===== config.mk =====
export PLATFORM = sky130hd
export DESIGN_NAME = bcd_seq_adder
export DESIGN_NICKNAME = d
export VERILOG_FILES = /design/src/rtl/bcd_pkg.sv /design/src/rtl/bcd_adder.sv /design/src/rtl/bcd_seq_adder.sv
export SDC_FILE = /design/constraint.sdc
export NUM_CORES = 1
export LEC_CHECK = 0
export CAP_MARGIN = 20
export CORE_MARGIN = 8
export CORE_UTILIZATION = 55
export CTS_BUF_LIST = sky130_fd_sc_hd__clkbuf_4
export DETAILED_ROUTE_END_ITERATION = 8
export GPL_TIMING_DRIVEN = 0
export PLACE_DENSITY = 0.9
export SLEW_MARGIN = 40
export SYNTH_ARGS = -nofsm -noshare
export SYNTH_HDL_FRONTEND = slang
export SYNTH_SLANG_ARGS = --single-unit

===== constraint.sdc =====
create_clock -name clk -period 4.1 [get_ports clk]
set_input_delay 0.41 -clock clk [delete_from_list [all_inputs] [get_ports clk]]
set_output_delay 0.41 -clock clk [all_outputs]
set_load 0.005 [all_outputs]

===== src/rtl/bcd_pkg.sv =====
// Shared constants, FSM encoding and digit helpers for the sequential BCD adder.
package bcd_pkg;

    localparam int unsigned BCD_DIGIT_W = 4;
    localparam int unsigned BCD_MAX     = 9;

    typedef enum logic [1:0] {
        IDLE = 2'd0,
        RUN  = 2'd1,
        DONE = 2'd2
    } state_e;

    // Nines complement of one BCD digit (9 - d), used for subtraction.
    function automatic logic [BCD_DIGIT_W-1:0] nines_comp(input logic [BCD_DIGIT_W-1:0] d);
        return BCD_DIGIT_W'(BCD_MAX) - d;
    endfunction

endpackage


===== src/rtl/bcd_adder.sv =====
// Single-digit combinational BCD adder with decimal correction and range flag.
module bcd_adder
    import bcd_pkg::*;
(
    input  logic [BCD_DIGIT_W-1:0] X,
    input  logic [BCD_DIGIT_W-1:0] Y,
    input  logic                   c_in,
    output logic [BCD_DIGIT_W-1:0] result,
    output logic                   c_out,
    output logic                   out_of_range
);

    logic [BCD_DIGIT_W:0] bin_sum;

    // Binary sum, then +6 correction whenever the digit exceeds 9.
    always_comb begin
        bin_sum      = (BCD_DIGIT_W+1)'(X) + (BCD_DIGIT_W+1)'(Y) + (BCD_DIGIT_W+1)'(c_in);
        c_out        = (bin_sum > (BCD_DIGIT_W+1)'(BCD_MAX));
        result       = c_out ? BCD_DIGIT_W'(bin_sum + (BCD_DIGIT_W+1)'(6)) : bin_sum[BCD_DIGIT_W-1:0];
        out_of_range = (X > BCD_DIGIT_W'(BCD_MAX)) | (Y > BCD_DIGIT_W'(BCD_MAX));
    end

endmodule


===== src/rtl/bcd_seq_adder.sv =====
// N-digit packed-BCD adder, one digit per clock through a single bcd_adder.
// Optional subtract mode (nines complement) enabled by defining BCD_SUB_EN.
module bcd_seq_adder
    import bcd_pkg::*;
#(
    parameter int unsigned NDIGITS = 4
) (
    input  logic                           clk,
    input  logic                           reset,
    input  logic                           start,
    input  logic [BCD_DIGIT_W*NDIGITS-1:0] a,
    input  logic [BCD_DIGIT_W*NDIGITS-1:0] b,
    input  logic                           cin,
`ifdef BCD_SUB_EN
    input  logic                           sub,
`endif
    output logic                           busy,
    output logic                           done,
    output logic [BCD_DIGIT_W*NDIGITS-1:0] sum,
    output logic                           cout,
    output logic                           error
);

    localparam int unsigned W     = BCD_DIGIT_W * NDIGITS;
    localparam int unsigned CNT_W = (NDIGITS > 1) ? $clog2(NDIGITS) : 1;

    state_e                 state_q, state_d;
    logic [W-1:0]           a_q, a_d, b_q, b_d, sum_q, sum_d;
    logic [CNT_W-1:0]       cnt_q, cnt_d;
    logic                   carry_q, carry_d;
    logic                   cout_q, cout_d, error_q, error_d;
    logic                   busy_q, busy_d, done_q, done_d;

    logic [BCD_DIGIT_W-1:0] dig_a, dig_b, add_y, add_res;
    logic                   add_cout, add_oor, b_err;

    assign dig_a = a_q[BCD_DIGIT_W-1:0];
    assign dig_b = b_q[BCD_DIGIT_W-1:0];

`ifdef BCD_SUB_EN
    logic sub_q, sub_d;

    // Range check uses the raw b digit, before complementing.
    assign add_y = sub_q ? nines_comp(dig_b) : dig_b;
    assign b_err = sub_q & (dig_b > BCD_DIGIT_W'(BCD_MAX));
`else
    assign add_y = dig_b;
    assign b_err = 1'b0;
`endif

    bcd_adder u_bcd_adder (
        .X            (dig_a),
        .Y            (add_y),
        .c_in         (carry_q),
        .result       (add_res),
        .c_out        (add_cout),
        .out_of_range (add_oor)
    );

    always_comb begin
        state_d = state_q;
        a_d     = a_q;
        b_d     = b_q;
        sum_d   = sum_q;
        cnt_d   = cnt_q;
        carry_d = carry_q;
        cout_d  = cout_q;
        error_d = error_q;
        busy_d  = busy_q;
        done_d  = 1'b0;
`ifdef BCD_SUB_EN
        sub_d   = sub_q;
`endif
        case (state_q)
            IDLE, DONE: begin
                state_d = IDLE;
                if (start) begin
                    state_d = RUN;
                    a_d     = a;
                    b_d     = b;
                    carry_d = cin;
                    cnt_d   = '0;
                    error_d = 1'b0;
                    busy_d  = 1'b1;
`ifdef BCD_SUB_EN
                    sub_d   = sub;
                    if (sub) carry_d = 1'b1;
`endif
                end
            end
            RUN: begin
                // Consume the low digit; result enters sum at the MS end.
                a_d     = a_q >> BCD_DIGIT_W;
                b_d     = b_q >> BCD_DIGIT_W;
                sum_d   = (sum_q >> BCD_DIGIT_W) | (W'(add_res) << (W - BCD_DIGIT_W));
                carry_d = add_cout;
                error_d = error_q | add_oor | b_err;
                cnt_d   = cnt_q + CNT_W'(1);
                if (cnt_q == CNT_W'(NDIGITS - 1)) begin
                    state_d = DONE;
                    busy_d  = 1'b0;
                    done_d  = 1'b1;
                    cout_d  = add_cout;
                end
            end
            default: state_d = IDLE;
        endcase
    end

    always_ff @(posedge clk) begin
        if (reset) begin
            state_q <= IDLE;
            a_q     <= '0;
            b_q     <= '0;
            sum_q   <= '0;
            cnt_q   <= '0;
            carry_q <= 1'b0;
            cout_q  <= 1'b0;
            error_q <= 1'b0;
            busy_q  <= 1'b0;
            done_q  <= 1'b0;
`ifdef BCD_SUB_EN
            sub_q   <= 1'b0;
`endif
        end else begin
            state_q <= state_d;
            a_q     <= a_d;
            b_q     <= b_d;
            sum_q   <= sum_d;
            cnt_q   <= cnt_d;
            carry_q <= carry_d;
            cout_q  <= cout_d;
            error_q <= error_d;
            busy_q  <= busy_d;
            done_q  <= done_d;
`ifdef BCD_SUB_EN
            sub_q   <= sub_d;
`endif
        end
    end

    assign busy  = busy_q;
    assign done  = done_q;
    assign sum   = sum_q;
    assign cout  = cout_q;
    assign error = error_q;

endmodule


==> results.md, run 1 <==
* Worst-Margin Slew at 584 ps
* Slew headroom at between 60% and 70%
* Final-stage net count at 380
* ANT nets after route at 0
* Wire per inst at 14.7 um
* Post-cts gate resize count at 0
* Placement Setup Slack at ~1600 ps
* CTS root buf: clkbuf_4
* CTS tree: built
* N_diodes at 0
* CTS clk-pin slew, worst paths at 90 ps
* Fmax at 389 MHz
* Sw Share at 27.9%
* GPL Wtd Cong at between 0.8 and 0.9
* Area delta synth->final at 30.7%
* Max_cap viols at 0
* Num ports at 56
* Synth unique cells at 29
* Post-Syn Instances at approximately 270
* Die area at 6490 sq um
* Slew Viols, Final at 0
* Area of the mapped netlist at 2290 sq um
* Max IR drop VDD at between 0.15 and 0.2 mV
* Net Switching at 0.312 mW
* Slowest library cell on the worst path: fa_1
* Core Footprint at 4000 sq um
* Vias in the first global route at about 2100
* Combinational power share at 17.9%
* Outcome: completed
* DRT iter0 DRCs at 131
* Min-delay worst type: register to register
* Vias per cell at between 5 and 6
* Setup TNS Final at 0 ps
* First-pass GRT wire length at between 9000 and 10000 um
* Static leakage at 1.11 nW
* Reg2Reg Setup Slack at 1530 ps
* CP arrival at 2870 ps
* Internal at 0.805 mW
* Worst-path fanout max at 3
* Largest net degree at the start of global routing at 11
* Pwr/cell area at 373 nW/um^2
* Clock Path Buffers at 2
* Crit path top cell by count: fa_1
* IO buf count at 55
* # H-tree levels at 3
* Design area at 3000 sq um
* DR DRC count at 0
* DP Area at between 2000 and 3000 sq um
* Final period util at 62.8%
* Crit. End Element: register
* Synthesized flop and latch total at between 50 and 60
* Commonest non-fill, non-tap cell in the layout: dfxtp_1
* Setup repair bufs after CTS at 0
* Die W at 80.6 um
* DP HPWL at 4170 um
* Fillcell total at between 300 and 400
* Initial core utilization at 57.3%
* Reg2reg path depth at 8
* All-layer global routing usage at 18.6%
* Post-Syn Nets at 314
* Synth Area per Inst at 8.46 sq um
* CP max stage delay at roughly 460 ps
* YS warnings at 0
* Final clock skew at 10.3 ps
* Worst R2R End: cout
* Gr ovfl total at 0
* Seq/Total Area, Yosys at ~50%
* CTS Buf Count at 9
* Critical Path, Cell by Cell: fa_1, fa_1, xnor2_1, ha_1, nor2b_1, a31oi_1, a21oi_1, a311oi_1
* Unrepaired setup endpoints after global routing: false
* Initial antenna violation count at 0
* Final min period at 2570 ps
* Pre-Repair DR Iteration Count at 4
* Clk Latency, worst-skew pair at roughly 400 ps
* Num rows at 23
* Req. time, crit path at 4400 ps
* Most frequent cells in the layout: dfxtp_1, nand2_1, clkdlybuf4s50_1, a21oi_1, a22oi_1
* Worst hold endpoint: sum[0]
* Hold path startpoint: sum[0]
* Critical path launch point type: register
* Kind of critical path: register to register
* Sequential Power Share at 54.2%
* Clock sinks at 57
* Final Hold Viols at 0
* Util after Layout at between 70% and 80%
* Worst hold stages at 2
* Final wirelength at 5720 um
* Hold_buf cts at 0
* Die height at 80.6 um
* Routed vias at 2176
* Final worst slack at 1530 ps
* Proportion of layout cells with a drive suffix above 1 at roughly 5.3%
* Reg2Reg Launch Point: a_q[0]
* Final-report setup violation count at 0
* Clock Power Share at 27.9%
through the flow:
stage               hold slack [ps]  std cells  power [mW]
detailed placement              451        376       0.817
finish                          460        389        1.12
global placement                441        376       0.809
CTS                             462        389        1.12
global route                    478        389        1.18
floorplan                       437        271       0.730
final cells by class:
type,count,area [sq um],area share [%]
Inverter,2,7.51,0.250
Sequential cell,57,1140,38.1
Multi-Input combinational cell,192,1060,35.5
Timing Repair Buffer,55,551,18.4
Clock buffer,11,82.6,2.75
Clock inverter,2,8.76,0.292
Tap cell,50,62.6,2.09
Buffer,20,80.1,2.67
critical path, delay by kind of cell, from the launching register on:
kind | cells | cell delay (ps)
xor gates and xnor gates | 1 | 190
AOI/OAI and AO/OA | 3 | 690
adders and majority gates | 3 | 1130
and+or+nand+nor | 1 | 140
DFF | 1 | 340
routing by layer:
| metal | up-vias | global-route usage, % | wire (um) |
|---|---|---|---|
| met5 | - | 0 | 0 |
| met2 | 71 | 28.9 | 2720 |
| met1 | 1015 | 21.8 | 2450 |
| li1 | 1077 | - | - |
| met4 | 0 | 9.27 | 123 |
| met3 | 13 | 6.92 | 429 |
power groups by stage:
stage          Clock, mW  Combinational [mW]  Sequential, mW
6_report           0.312               0.200           0.605
3_5_place_dp           0               0.199           0.618
5_1_grt            0.345               0.222           0.610
2_1_floorplan          0               0.117           0.614
3_3_place_gp           0               0.193           0.616
4_1_cts            0.315               0.200           0.605
state kept, by name, indices dropped and copies added, names as in the netlist:
signal and flops:
a_q 16, b_q 16, busy 1, carry_q 1, cnt_q 2, cout 1, done 1, error 1
state_q 2, sum 16
Yosys cell counts:
library cell | count | area (sq um)
a211oi_2 | 1 | 12.5
a21o_1 | 2 | 15.0
a21oi_1 | 43 | 215
a22oi_1 | 34 | 255
a311oi_1 | 1 | 8.76
a31oi_1 | 2 | 12.5
and2_1 | 1 | 6.26
and2_4 | 1 | 8.76
and3_1 | 1 | 6.26
buf_1 | 4 | 15.0
buf_2 | 4 | 20.0
clkbuf_1 | 12 | 45.0
dfxtp_1 | 57 | 1140
fa_1 | 2 | 40.0
ha_1 | 5 | 62.6
inv_1 | 2 | 7.51
mux2i_1 | 1 | 10.0
nand2_1 | 56 | 210
nand2b_1 | 1 | 6.26
nand3_1 | 3 | 15.0
nand3b_1 | 1 | 7.51
nor2_1 | 23 | 86.3
nor2b_1 | 3 | 18.8
nor3_1 | 1 | 5.00
o211ai_1 | 1 | 7.51
o21ai_0 | 5 | 25.0
o31a_1 | 1 | 8.76
or3_1 | 2 | 12.5
xnor2_1 | 1 | 8.76
worst max path at each step:
| stage | from | endpoint | slack [ps] | cells past startpoint |
|---|---|---|---|---|
| after detailed placement | a_q[0] | cout | 1560 | 8 |
| final | a_q[0] | cout | 1530 | 8 |
| after global placement | a_q[0] | cout | 1610 | 8 |
| after CTS | a_q[0] | cout | 1540 | 8 |
| after global routing | a_q[0] | sum[14] | 1340 | 8 |
| after floorplan | a_q[0] | cout | 1780 | 8 |
cell families (layout without fill, tap and decap cells):
logic type	Yosys count	in the layout	share of synthesized area, %
XOR/XNOR	1	1	0.382
adder cells (fa/ha/maj)	7	7	4.47
multiplexers	1	1	0.436
AO/OA/AOI/OAI	90	90	24.4
flip-flops	57	57	49.8
AND/OR/NAND/NOR	93	93	16.7
buffers and inverters	22	90	3.82
(Power assumes the default switching activity.)
==> run 2, diff against run 1 <==
--- a/config.mk
+++ b/config.mk
@@ -7,11 +7,11 @@
 export LEC_CHECK = 0
 export CAP_MARGIN = 20
 export CORE_MARGIN = 8
-export CORE_UTILIZATION = 55
+export CORE_UTILIZATION = 46
 export CTS_BUF_LIST = sky130_fd_sc_hd__clkbuf_4
 export DETAILED_ROUTE_END_ITERATION = 8
 export GPL_TIMING_DRIVEN = 0
-export PLACE_DENSITY = 0.9
+export PLACE_DENSITY = 0.8
 export SLEW_MARGIN = 40
 export SYNTH_ARGS = -nofsm -noshare
 export SYNTH_HDL_FRONTEND = slang
==> constraint.sdc (replaced) <==
create_clock -name clk -period 2.3 [get_ports clk]
set_input_delay 0.23 -clock clk [delete_from_list [all_inputs] [get_ports clk]]
set_output_delay 0.23 -clock clk [all_outputs]
set_load 0.005 [all_outputs]
==> results.md, run 2 (synthesis results as in run 1) <==
* Global route hottest layer: met2
* Worst-Margin Slew at 584 ps
* Failing checks: negative setup slack
* Gr ovfl total at 0
* Largest net degree at the start of global routing at 11
* Most frequent cells in the layout: nand2_1, dfxtp_1, clkdlybuf4s50_1, a21oi_1, a22oi_1
* Unrepaired setup endpoints after global routing: true
* Met3 Use GR at 6.52%
* Hold_buf cts at 0
* Initial core utilization at 48.2%
* Placed Cells at 393
* Clk Latency, worst-skew pair at about 400 ps
* Die W at 86.6 um
* Final clock skew at 11.3 ps
* Pre-Repair DR Iteration Count at 5
* Initial antenna violation count at 0
* Worst-path fanout max at 3
* Final period util at 101%
* DRT iter0 DRCs at about 120
* GPL Wtd Cong at 0.831
* Crit. End Element: register
* Critical path launch point type: register
* Pwr/cell area at 698 nW/um^2
* Max IR drop VDD at between 0.3 and 0.4 mV
* Wire per inst at 14.9 um
* IO buf count at 55
* Num ports at between 50 and 60
* Clock Path Buffers at 2
* Fmax at 432 MHz
* Met2 usage at 26.3%
* Req. time, crit path at roughly 2600 ps
* Final wirelength at 6140 um
* Area delta synth->final at 37.9%
* Final std cells w/o fill at roughly 410
* Final-stage net count at 382
* Total power at 2.21 mW
* All-layer global routing usage at 16.8%
* Final min period at 2320 ps
* Slew headroom at 61.1%
* Placement Setup Slack at -235 ps
* Num rows at 25
* CTS tree: built
* Vias per cell at 5.39
* Hold WS at 458 ps
* Final worst slack at -15.5 ps
* Vias in the first global route at 2162
* CTS clk-pin slew, worst paths at roughly 90 ps
* Proportion of layout cells with a drive suffix above 1 at roughly 10%
* Slew Viols, Final at 0
* Final Hold Viols at 0
* N_diodes at 0
* Reg area at between 1000 and 1500 sq um
* DP HPWL at between 4000 and 5000 um
* Multi-input gate area at roughly 1200 sq um
* Min-delay worst type: register to register
* Util after Layout at about two thirds
* Static leakage at 1.15 nW
* Fillcell total at 425
* CTS Buf Count at 9
* Kind of critical path: register to register
* ANT nets after route at 0
* Max_cap viols at 0
* First-pass GRT wire length at 9940 um
* Die height at 86.6 um
* M1 GR Usage at slightly below 20%
* Die area at 7500 sq um
* Core Footprint at 4750 sq um
* CTS root buf: clkbuf_4
* Outcome: finished with violations
* DR DRC count at 0
* CP arrival at roughly 2600 ps
* # H-tree levels at 3
* Clock sinks at 57
* Commonest non-fill, non-tap cell in the layout: nand2_1
* Final-report setup violation count at 1
* Routed vias at between 2000 and 2500
-- run 2: changes by cell type in the layout (fill, tap and decap cells not counted), sizes merged --
cell / previous run / this run
bufinv: 0 / 1
buf: 8 / 10
clkinv: 2 / 4
-- run 2: final cells by class --
| type | instances | share of cell area (%) |
|---|---|---|
| Inverter | 2 | 0.316 |
| Multi-Input combinational cell | 192 | 36.4 |
| Buffer | 20 | 2.53 |
| Tap cell | 67 | 2.65 |
| Clock inverter | 5 | 1.46 |
| Sequential cell | 57 | 36.2 |
| Clock buffer | 11 | 2.61 |
| Timing Repair Buffer | 57 | 17.9 |
-- run 2: worst paths after layout --
path	cells after the start	slack, ps	start	end
worst max-delay path	9	-20	carry_q	sum[15]
worst min-delay path	2	460	sum[1]	sum[1]
worst max register to register	9	-20	carry_q	sum[15]
worst min register to register	2	460	sum[1]	sum[1]
-- run 2: layer usage --
metal | vias to the layer above | share of wire [%]
li1 | 1086 | -
met1 | 1030 | 43
met2 | 87 | 47
met3 | 11 | 8.3
met4 | 0 | 1.9
met5 | - | 0
-- run 2: timing repair --
action                                  in CTS  in global routing
hold endpoints to repair                     0                  0
endpoints found under the setup margin       5                  5
pin swaps                                    6                  3
gates resized for setup                     11                  8
buffers inserted                             0                  2
-- run 2: power by group --
group	internal [mW]	leakage [nW]	switching, mW
Combinational	0.207	0.611	0.224
Sequential	1.04	0.467	0.0383
Clock	0.344	0.0734	0.350
-- run 2: metrics by stage --
stage                     TNS [ps]  cell area [sq um]
after global routing          -236               3160
after detailed placement      -884               2930
after CTS                    -8.76               3110
after global placement        -631               2930
final                        -15.5               3160
after floorplan              -44.6               2300
-- run 2: worst max-delay path, cell delays in order (launching register included) --
cell      delay [ps]
dfxtp_2          340
fa_2             400
fa_2             600
inv_4             50
ha_4             150
nor2b_4          130
a31oi_4          220
nor2_1            70
o21ai_1          140
a211oi_2          80
